## src/rtl/bless_ni.sv

```systemverilog
// Local network interface for the age-based bufferless router: an ageing injection FIFO
// toward router port 4 and a control/data re-pairing stage on the ejection side.
module bless_ni #(
  parameter int unsigned DEPTH = 4,
  parameter int unsigned AGE_W = 7
) (
  input  logic                     clk,
  input  logic                     rst,
  input  logic [27:0]              core_c,
  input  logic [127:0]             core_d,
  input  logic                     core_valid,
  output logic                     core_ready,
  input  logic                     port4_ready,
  output logic [27:0]              inj_c,
  output logic [127:0]             inj_d,
  input  logic [27:0]              port4_co,
  input  logic [127:0]             port4_do,
  output logic                     ej_valid,
  output logic [27:0]              ej_c,
  output logic [127:0]             ej_d,
  output logic [$clog2(DEPTH):0]   q_count
);

  localparam int unsigned PW = $clog2(DEPTH);
  localparam int unsigned CW = PW + 1;

  logic [19:0]      mem_c   [DEPTH];
  logic [127:0]     mem_d   [DEPTH];
  logic [AGE_W-1:0] mem_age [DEPTH];

  logic [PW-1:0]  head_q, tail_q;
  logic [CW-1:0]  count_q, count_d;
  logic [127:0]   stage_q;
  logic           pop_q;
  logic [27:0]    lat_q;
  logic           pend_q;
  logic           push, pop;

  // Valid and age bits of the core's control word are regenerated here.
  logic unused_core_c;
  assign unused_core_c = ^core_c[27:20];

  assign core_ready = (count_q != CW'(DEPTH));
  assign push       = core_valid && core_ready;
  assign pop        = port4_ready && (count_q != '0);
  assign q_count    = count_q;

  always_comb begin
    count_d = count_q;
    if (push && !pop) begin
      count_d = count_q + 1'b1;
    end else if (pop && !push) begin
      count_d = count_q - 1'b1;
    end
  end

  always_ff @(posedge clk) begin
    if (push) begin
      mem_c[tail_q] <= core_c[19:0];
      mem_d[tail_q] <= core_d;
    end
  end

  // Every slot ages each edge; vacant slots are harmless because a push restarts them at zero.
  always_ff @(posedge clk or negedge rst) begin
    if (!rst) begin
      for (int i = 0; i < int'(DEPTH); i++) begin
        mem_age[i] <= '0;
      end
    end else begin
      for (int i = 0; i < int'(DEPTH); i++) begin
        if (push && (tail_q == PW'(i))) begin
          mem_age[i] <= '0;
        end else if (mem_age[i] != '1) begin
          mem_age[i] <= mem_age[i] + 1'b1;
        end
      end
    end
  end

  always_ff @(posedge clk or negedge rst) begin
    if (!rst) begin
      head_q  <= '0;
      tail_q  <= '0;
      count_q <= '0;
    end else begin
      count_q <= count_d;
      if (push) tail_q <= tail_q + 1'b1;
      if (pop)  head_q <= head_q + 1'b1;
    end
  end

  // Control goes out on the pop edge; its data follows one edge later via the staging register.
  always_ff @(posedge clk or negedge rst) begin
    if (!rst) begin
      inj_c   <= '0;
      inj_d   <= '0;
      stage_q <= '0;
      pop_q   <= 1'b0;
    end else begin
      inj_c <= pop ? {1'b1, mem_age[head_q], mem_c[head_q]} : 28'h0;
      if (pop) stage_q <= mem_d[head_q];
      pop_q <= pop;
      inj_d <= pop_q ? stage_q : 128'h0;
    end
  end

  always_ff @(posedge clk or negedge rst) begin
    if (!rst) begin
      lat_q    <= '0;
      pend_q   <= 1'b0;
      ej_valid <= 1'b0;
      ej_c     <= '0;
      ej_d     <= '0;
    end else begin
      if (port4_co[27]) lat_q <= port4_co;
      pend_q   <= port4_co[27];
      ej_valid <= pend_q;
      if (pend_q) begin
        ej_c <= lat_q;
        ej_d <= port4_do;
      end
    end
  end

endmodule

```

## config.mk

```make
export PLATFORM = sky130hd
export DESIGN_NAME = bless_ni
export DESIGN_NICKNAME = d
export VERILOG_FILES = /design/src/rtl/bless_ni.sv
export SDC_FILE = /design/constraint.sdc
export NUM_CORES = 1
export LEC_CHECK = 0
export ABC_CLOCK_PERIOD_IN_PS = 7450
export CAP_MARGIN = 20
export CORE_UTILIZATION = 30
export CTS_BUF_LIST = sky130_fd_sc_hd__clkbuf_8
export CTS_CLUSTER_DIAMETER = 80
export DETAILED_ROUTE_END_ITERATION = 7
export DONT_BUFFER_PORTS = 1
export PLACE_DENSITY = 0.42
export RECOVER_POWER = 25
export SLEW_MARGIN = 15
export SYNTH_ARGS = -nofsm -noshare
export SYNTH_HDL_FRONTEND = slang
export SYNTH_SLANG_ARGS = --single-unit
export TNS_END_PERCENT = 10
```

## constraint.sdc

```tcl
create_clock -name clk -period 7.45 [get_ports clk]
set_clock_uncertainty 0.15 [all_clocks]
set_input_delay 2.235 -clock clk [delete_from_list [all_inputs] [get_ports clk]]
set_output_delay 2.235 -clock clk [all_outputs]
set_load 0.005 [all_outputs]
```

; Word level (Yosys, flattened, before mapping)
; Memory sizes are Yosys's and may differ from the RTL's. A register that Yosys moved wholly into a read port is not among the register bits.
; Index checks and enable logic that the tools add are counted.
[classes]
add_sub_neg = 8
multipliers = 0
n_div = 0
n_lt_le_gt_ge = 1
n_eq_ne = 8
shift = 0
n_mux = 17
bitwise_logic = 1
n_reduce_logical = 18
[op_table]
columns = cell, count
row1 = 128-bit two-way mux, 1
row2 = 7-bit two-way mux, 10
row3 = "7-bit by 1-bit adder with 7-bit output, second input constant", 4
row4 = 28-bit two-way mux, 1
row5 = "7-bit != test, second input constant", 4
row6 = 7-bit binary-select mux with 2-bit select, 1
row7 = 2-bit nonzero test, 5
row8 = 1-bit logical AND, 8
row9 = 3-bit two-way mux, 2
row10 = "2-bit by 1-bit adder with 2-bit output, second input constant", 2
row11 = "2-bit == test, second input constant", 2
row12 = "3-bit by 1-bit adder with 3-bit output, second input constant", 1
row13 = "3-bit greater-or-equal comparator, second input constant", 1
row14 = 1-bit zero test, 3
row15 = "3-bit != test, second input constant", 1
row16 = 2-bit inverter with 3-bit output, 1
row17 = 3-bit nonzero test, 1
row18 = "3-bit by 1-bit subtractor with 3-bit output, second input constant", 1
row19 = "2-bit by 1-bit == test with 1-bit output, second input constant", 1
row20 = 2-bit zero test, 1
row21 = 1-bit two-way mux, 2
[totals]
reg_bits = 378
latch_bits = 0
mem_bits_rw = 592
mem_bits_ro = 0
input_bits = 316
n_memories = 2
[memory_table]
columns = name, words, word_bits, read_ports, rd_ports_with_merged_regs, wr, line
row1 = mem_d, 4, 128, 1, 1, 1, 28  ; logic [127:0] mem_d [DEPTH];
row2 = mem_c, 4, 20, 1, 0, 1, 27  ; logic [19:0] mem_c [DEPTH];

; Logic depth before layout (Yosys ltp)
; Gate-level depths: netlist of the first run.
[logic_depth]
word_depth = 6
depth_mapped = 10
depth_no_buf = 9

; Worst setup path after synthesis of the first run
; OpenSTA, ideal clock, no wires.
[synth_path]
path_kind = input -> register
from = input port core_valid
to = memory mem_c[1][0] (enable)
arrival_time_ps = 6536
slack_ps = 195
cell_stages = 2
n_path_buf = 1
path_cell_list = and3_1 clkbuf_1
[synth_between]
elab_chain_len = 3
[synth_lines]
columns = element, line
row1 = "start, declared", 11  ; input logic core_valid,
row2 = 1-bit logical AND, 44  ; assign push = core_valid && core_ready;
row3 = 1-bit two-way mux, 58  ; if (push) begin
row4 = 1-bit two-way mux (not written as such), 59  ; mem_c[tail_q] <= core_c[19:0];
row5 = "end, declared", 27
; Every way passes these cells.

; Final worst setup path of the first run
[layout_path]
from = register inj_c[27]
to = output port inj_c[27]
[layout_lines]
columns = element, line
row1 = "start, declared", 14  ; output logic [27:0] inj_c,
row2 = "start signal, assigned", 101  ; inj_c <= pop ? {1'b1, mem_age[head_q], mem_c[head_q]} : 28'h0;
; No word-level cell between the ends.

==> results of run 1 <==
[per-stage QoR]
step           hold WS (ns)  power [W]  instance area [um^2]  utilization, %  cells
6_report              0.313     0.0174                 45500            34.7   4248
5_1_grt               0.327     0.0185                 45500            34.7   4241
4_1_cts               0.314     0.0178                 45500            34.7   4235
3_5_place_dp          0.304     0.0123                 41700            31.8   3878
3_3_place_gp          0.296     0.0122                 41700            31.7   3877
2_1_floorplan         0.239     0.0111                 39700               -   2208
[cell usage in the layout, fill, tap and decap left out, types with 4 or more instances in the layout]
master      synthesis  layout
edfxtp_1          592     592
dfrtp_1           505     503
nand2_1           398     398
clkbuf_8            0     217
mux2_2            184     184
mux4_2            155     155
and2_1            157     135
inv_1               8      84
clkinv_2            0      29
nor2_1             25      25
and2_0              0      22
clkinv_1            0      13
buf_4               6      13
diode_2             0      12
xnor2_1            10      10
clkinvlp_4          0      10
ha_1                9       9
xor2_1              8       8
a21oi_1             8       8
buf_12              0       7
o21ai_0             5       5
bufinv_16           0       5
and3_4              0       4
a211oi_1            4       4
a31oi_1             4       4
mux2i_1             4       4
[final timing paths]
check / cells after the start / endpoint
min in group asynchronous: 0 / inj_c[4]
worst min register to register: 2 / stage_q[11]
max in group asynchronous: 0 / stage_q[30]
worst min-delay path: 2 / stage_q[11]
worst max-delay path: 0 / inj_c[27]
worst max register to register: 2 / ej_d[39]
[routing by layer]
metal,track usage [%],vias to the layer above,share of wire (%)
met5,0,-,0.089
met4,5.42,12,3.3
met3,7.33,234,11
met2,26.7,730,50
met1,15.9,9945,36
li1,-,8299,-
[cell type report]
| type | count | area [um^2] | share of cell area, % |
|---|---|---|---|
| Inverter | 9 | 38.8 | 0.0852 |
| Tap cell | 1755 | 2200 | 4.82 |
| Antenna cell | 12 | 30.0 | 0.0659 |
| Sequential cell | 1097 | 30400 | 66.8 |
| Clock inverter | 140 | 805 | 1.77 |
| Timing Repair Buffer | 22 | 293 | 0.643 |
| Clock buffer | 217 | 2990 | 6.56 |
| Multi-Input combinational cell | 996 | 8780 | 19.3 |
[where the power goes]
part | leakage (nW) | switching [W] | internal [W] | total (W)
Sequential | 11.7 | 0.000865 | 0.00794 | 0.00880
Clock | 2.22 | 0.00252 | 0.00285 | 0.00538
Combinational | 3.75 | 0.00173 | 0.00150 | 0.00323
Total | 17.6 | 0.00512 | 0.0123 | 0.0174
[registers in the layout, indices dropped and copies added (netlist names)]
register  cells
mem_d       512
ej_d        128
inj_d       128
stage_q     128
mem_c        80
ej_c         28
inj_c        28
lat_q        28
mem_age      28
q_count       3
head_q        2
tail_q        2
ej_valid      1
pend_q        1
[cell families after synthesis]
logic type | share of synthesized area [%]
AOI/OAI and AO/OA | 0.404
buffers and inverters | 1.25
muxes | 14.1
DFF | 76.7
adders and majority gates | 0.334
and+or+nand+nor | 6.78
xor gates and xnor gates | 0.398
==> results_dict.tcl, run 1 <==
set metrics [dict create \
    start_util_pct 30.2 \
    drtIter0Drc 845 \
    synthArstFlopShare_pct 46.0 \
    setup_viol 0 \
    rsz0062_at_grt "false" \
    antenna_found_initial 49 \
    cp_data_required_time_ns 5.07 \
    final_antenna_net_count 0 \
    final_nets 2642 \
    violations "max-capacitance violations, max-slew violations" \
    crit_type "reg -> out" \
    wire_per_inst_um 24.3 \
    cts_root_buf "clkbuf_8" \
    finalMaxSlewViolations 124 \
    postSynthAreaPerCell_um2 18.0 \
    syn_nets 2534 \
    synth-seq-cells 1097 \
    synth_ff_type "edfxtp_1" \
    via_per_inst 4.52 \
    htreeDepth 4 \
    cts_tree "built" \
    arrival_ns 2.60 \
    rows 133 \
    grt_usage_pct 15.3 \
    p_leak_nw 17.6 \
    ys_top_cells_by_area "edfxtp_1 (45%), dfrtp_1 (32%), mux4_2 (8.8%)" \
    synth_top_area_share_pct 44.8 \
    clk_pin_slew_ns 0.06 \
    coreArea_um2 131000 \
    power.density_nw_per_um2 382 \
    synth_top_cells_by_count "edfxtp_1 (592), dfrtp_1 (505), nand2_1 (398), mux2_2 (184), and2_1 (157)" \
    cts_setup_buffers 0 \
    netlist_instances 2208 \
    place_ws_ns 2.85 \
    grt_max_degree 506 \
    postLayoutSetupSlackWorst_ns 2.46 \
    synthToLayoutAreaGrowth_pct 14.9 \
    yosys.area.top_type "edfxtp_1" \
    fmax_ghz 0.201 \
    crit_path_max_fanout 46 \
    drive_above_1_share_pct 25.7 \
    grt_pass1_wl_um 146000 \
    seq_area_frac_synth_pct 76.7 \
    post_cts_resized 0 \
    tightest_slew_ns 3.12 \
    drc 0 \
    chipWidth_um 366 \
    ios 633 \
    min_from "stage_q[11]" \
    overflow 0 \
    wl_um 103000 \
    vias 19200 \
    clk_latency_ns 0.89 \
    yosysMostFrequentCell "edfxtp_1" \
    grt_pass1_vias 20900 \
    r2r_start "pend_q" \
    dpl.hpwl_um 60800 \
    synth_area_um2 39700 \
    drtPass1Iterations 5 \
    r2r_setup_slack_ns 3.27 \
    slew_headroom_pct -108 \
    hp-class "reg -> reg" \
    cts.sink_count 1097 \
    worst_setup_path_start_kind "flop" \
    layout_min_cycle_time_ns 4.99 \
    finalSetupTns_ns 0 \
    finalCritPeriodShare_pct 66.9 \
    ctsHoldBuffers 0 \
    startpoint "inj_c[27]" \
    cts_made_buffers 190 \
    gp_congestion 0.743 \
    portBuffers 0 \
    hold_viol 0 \
    status "complete, but fails checks" \
    synth_cell_types 34 \
    synth_edf_count 592 \
    nFillCells 12500 \
    die_y_um 366 \
    cp-end-kind "primary output" \
    clk_path_buf_depth 3 \
    die_area_um2 134000 \
    drv_cap 2 \
    yosysWarnings 0 \
    peakVddDrop_mv 0.229 \
]
Power figures use the tool's default switching activity.
==> run 2, diff against run 1 <==
--- a/config.mk
+++ b/config.mk
@@ -5,7 +5,7 @@
 export SDC_FILE = /design/constraint.sdc
 export NUM_CORES = 1
 export LEC_CHECK = 0
-export ABC_CLOCK_PERIOD_IN_PS = 7450
+export ABC_CLOCK_PERIOD_IN_PS = 4600
 export CAP_MARGIN = 20
 export CORE_UTILIZATION = 30
 export CTS_BUF_LIST = sky130_fd_sc_hd__clkbuf_8
==> constraint.sdc (replaced) <==
create_clock -name clk -period 4.6 [get_ports clk]
set_clock_uncertainty 0.15 [all_clocks]
set_input_delay 1.38 -clock clk [delete_from_list [all_inputs] [get_ports clk]]
set_output_delay 1.38 -clock clk [all_outputs]
set_load 0.005 [all_outputs]
==> results_dict.tcl, run 2 (synthesized netlist as in run 1, its figures left out) <==
set metrics [dict create \
    status "complete, but fails checks" \
    clk_latency_ns 0.90 \
    r2r_cells 3 \
    rsz0062_at_grt "false" \
    chipWidth_um 366 \
    peakVddDrop_mv 0.266 \
    hold_viol 0 \
    clk_path_buf_depth 3 \
    die_area_um2 134000 \
    r2r_setup_slack_ns 2.06 \
    drc 0 \
    tightest_slew_ns 2.35 \
    antenna_found_initial 57 \
    wire_per_inst_um 24.5 \
    die_y_um 366 \
    via_per_inst 4.57 \
    ios 633 \
    multi_input_area_um2 8780 \
    drive_above_1_share_pct 26.1 \
    largest_reg_flops 512 \
    overflow 0 \
    grt_pass1_wl_um 147000 \
    htreeDepth 4 \
    grt_usage_pct 15.5 \
    start_util_pct 30.2 \
    placed_area_um2 41900 \
    finalMaxSlewViolations 39 \
    vias 19500 \
    drtPass1Iterations 5 \
    violations "max-capacitance violations, max-slew violations" \
    cts_root_buf "clkbuf_8" \
    crit_family "simple AND/OR/NAND/NOR gates" \
    reg2reg_to "mem_d[3][55]" \
    nFillCells 12400 \
    final_antenna_net_count 0 \
    finalCritPeriodShare_pct 75.3 \
    cp-end-kind "primary output" \
    final_common_cell "edfxtp_1" \
    drtIter0Drc 857 \
    rows 133 \
    crit_path_max_incr_delay_ns 0.54 \
    cts_tree "built" \
    path_depth 1 \
    register_area_um2 30400 \
    grt_max_degree 506 \
    clk_pin_slew_ns 0.06 \
    crit_path_top_delay_cell "or3b_1" \
    cts.sink_count 1097 \
    finalSetupTns_ns 0 \
    post_cts_resized 0 \
    final_util_pct 34.9 \
    hp-class "in -> async" \
    setup_viol 0 \
    design_area_um2 45900 \
    layout_min_cycle_time_ns 3.46 \
    cp_data_required_time_ns 3.07 \
    coreArea_um2 131000 \
    cts_setup_buffers 0 \
    crit_path_max_fanout 7 \
    gp_congestion 0.711 \
    worst_setup_path_start_kind "flop" \
    fmax_ghz 0.289 \
    arrival_ns 1.93 \
    cts_made_buffers 191 \
    layout_common_cells "edfxtp_1 (592), dfrtp_1 (501), nand2_1 (398)" \
    final_nets 2654 \
    drv_cap 1 \
    crit_type "reg -> out" \
    grt_pass1_vias 21400 \
    path_cells "or3b_1" \
    r2r_start "q_count[0]" \
    synthToLayoutAreaGrowth_pct 15.7 \
    dpl.hpwl_um 63400 \
    regMostFlops "mem_d" \
    cp_num_buf_inv 0 \
    power.density_nw_per_um2 622 \
    slew_headroom_pct -56.6 \
    wl_um 105000 \
    portBuffers 0 \
    p_leak_nw 17.8 \
]
==> run 2: cell types whose count changed in the layout (fill, tap and decap cells not counted), sizes merged <==
cell,previous run,this run
buf,22,32
bufinv,5,4
clkbuf,217,221
clkinv,43,51
clkinvlp,10,3
diode,12,17
inv,91,86
==> run 2: worst max-delay path by stage <==
stage	start	end	slack [ns]
3_5_place_dp	core_valid	mem_d[3][57]	1.70
3_3_place_gp	core_valid	mem_d[3][62]	1.68
6_report	q_count[0]	core_ready	1.14
2_1_floorplan	core_valid	mem_c[1][0]	0.54
4_1_cts	q_count[1]	core_ready	0.99
5_1_grt	q_count[0]	core_ready	0.97
==> run 2: layout make-up <==
class                   count  area share, %
diodes                     17         0.0927
clock buffers             220           6.60
clock inverters           135           1.83
inverters                   9         0.0845
multi-input cells         996           19.1
flip-flops and latches   1097           66.3
well taps                1755           4.79
repair buffers             33           1.17
==> run 2: through the flow <==
step           hold WS, ns  cells  total power (W)  worst slack [ns]
2_1_floorplan        0.239   2208           0.0179             0.538
3_3_place_gp         0.294   3885           0.0199              1.68
3_5_place_dp         0.297   3886           0.0201              1.70
4_1_cts            -0.0755   4241           0.0291             0.988
5_1_grt              0.270   4258           0.0303             0.971
6_report             0.236   4262           0.0285              1.14
==> run 2: layer usage <==
metal / track usage (%) / share of wire (%) / wire length (um)
met2: 27.1 / 52 / 54200
met4: 6.69 / 3.4 / 3510
met1: 15.1 / 33 / 34700
met3: 8.08 / 12 / 12100
met5: 0 / 0 / 0
==> run 2: power breakdown <==
part | internal, W | leakage, nW | switching (W)
clock network | 0.00466 | 2.24 | 0.00413
registers | 0.0128 | 11.7 | 0.00140
logic | 0.00253 | 3.88 | 0.00295
total | 0.0200 | 17.8 | 0.00848
==> run 3, diff against run 2 <==
--- a/config.mk
+++ b/config.mk
@@ -5,7 +5,7 @@
 export SDC_FILE = /design/constraint.sdc
 export NUM_CORES = 1
 export LEC_CHECK = 0
-export ABC_CLOCK_PERIOD_IN_PS = 4600
+export ABC_CLOCK_PERIOD_IN_PS = 3500
 export CAP_MARGIN = 20
 export CORE_UTILIZATION = 30
 export CTS_BUF_LIST = sky130_fd_sc_hd__clkbuf_8
==> constraint.sdc (replaced) <==
create_clock -name clk -period 3.5 [get_ports clk]
set_clock_uncertainty 0.15 [all_clocks]
set_input_delay 1.05 -clock clk [delete_from_list [all_inputs] [get_ports clk]]
set_output_delay 1.05 -clock clk [all_outputs]
set_load 0.005 [all_outputs]
==> results_dict.tcl, run 3 (synthesized netlist as in run 1, its figures left out) <==
set metrics [dict create \
    fmax_ghz 0.321 \
    cts_tree "built" \
    wire_per_inst_um 23.7 \
    drtIter0Drc 1016 \
    crit_path_max_incr_delay_ns 0.56 \
    ctsHoldBuffers 149 \
    setup_viol 0 \
    via_per_inst 4.53 \
    clk_pin_slew_ns 0.06 \
    largest_reg_flops 512 \
    finalMaxSlewViolations 0 \
    antenna_found_initial 71 \
    regMostFlops "mem_d" \
    drv_cap 0 \
    final_common_cell "edfxtp_1" \
    drtPass1Iterations 7 \
    path_cells "or3b_1" \
    p_leak_nw 18.5 \
    final_nets 2822 \
    rsz0062_at_grt "false" \
    wl_um 105000 \
    final_antenna_net_count 0 \
    coreArea_um2 131000 \
    p_total_w 0.0379 \
    grt_max_degree 506 \
    grt_pass1_vias 21900 \
    hp-class "in -> reg" \
    clk_latency_ns 0.91 \
    cp_data_required_time_ns 2.30 \
    vias 20100 \
    post_cts_resized 0 \
    cp-end-kind "primary output" \
    crit_family "simple AND/OR/NAND/NOR gates" \
    grt_usage_pct 15.8 \
    synthToLayoutAreaGrowth_pct 20.2 \
    cts_setup_buffers 0 \
    dpl.hpwl_um 64100 \
    crit_path_max_fanout 7 \
    htreeDepth 4 \
    finalCritPeriodShare_pct 89.1 \
    portBuffers 0 \
    nFillCells 12500 \
    crit_path_top_delay_cell "or3b_1" \
    power.density_nw_per_um2 795 \
    layout_common_cells "edfxtp_1 (592), dfrtp_1 (501), nand2_1 (398)" \
    arrival_ns 1.92 \
    cts_root_buf "clkbuf_8" \
    chipWidth_um 366 \
    placed_area_um2 42100 \
    holdPathStages 1 \
    tightest_slew_ns 0.994 \
    peakVddDrop_mv 0.399 \
    overflow 0 \
    hold_viol 0 \
    drive_above_1_share_pct 25.4 \
    cts.sink_count 1097 \
    whs_ns 0.159 \
    place_ws_ns 0.945 \
    clk_path_buf_depth 3 \
    die_area_um2 134000 \
    design_area_um2 47600 \
    path_depth 1 \
    layout_min_cycle_time_ns 3.12 \
    ios 633 \
    cts_made_buffers 192 \
    grt_pass1_wl_um 152000 \
    rows 133 \
    postLayoutSetupSlackWorst_ns 0.383 \
    start_util_pct 30.2 \
    die_y_um 366 \
    cp_num_buf_inv 0 \
    status "finished, final reports clean" \
    drc 0 \
    crit_type "reg -> out" \
    gp_congestion 0.747 \
    worst_setup_path_start_kind "flop" \
    slew_headroom_pct 33.7 \
    r2r_cells 7 \
]
==> run 3: worst paths after layout <==
path                                    from          end  slack, ns
worst min register to register     lat_q[27]    lat_q[27]       0.30
worst max-delay path              q_count[1]   core_ready       0.38
max in group asynchronous                rst  stage_q[33]       0.52
worst max register to register    q_count[1]   q_count[1]       0.96
worst min-delay path            port4_do[17]     ej_d[17]       0.16
min in group asynchronous                rst  stage_q[97]       0.59
==> run 3: final cells by class <==
cell class	count	area [um^2]	area share [%]
Clock buffer	235	3230	6.79
Timing Repair Buffer	200	2260	4.74
Multi-Input combinational cell	996	8780	18.4
Sequential cell	1097	30400	63.9
Clock inverter	124	659	1.38
Antenna cell	23	57.6	0.121
Inverter	9	38.8	0.0814
Tap cell	1755	2200	4.61
==> run 3: layer usage <==
layer  track usage, %  wire [um]  vias up
li1                 -          -     8672
met1             17.3      38900    10400
met2             27.3      52900      764
met3             6.41       9550      286
met4             5.82       3730       30
met5                0        191        -
==> run 3: report_power, final <==
group          leakage, nW  switching (W)  internal, W
sequential            11.7        0.00178       0.0169
combinational         4.62        0.00409      0.00353
clock                 2.27        0.00536      0.00626
==> run 3: per-stage QoR <==
step	utilization, %	instances	setup TNS [ns]
2_1_floorplan	-	2208	-15.71
3_3_place_gp	32.1	3903	0
3_5_place_dp	32.1	3903	0
4_1_cts	36.2	4411	0
5_1_grt	36.3	4428	0
6_report	36.3	4439	0
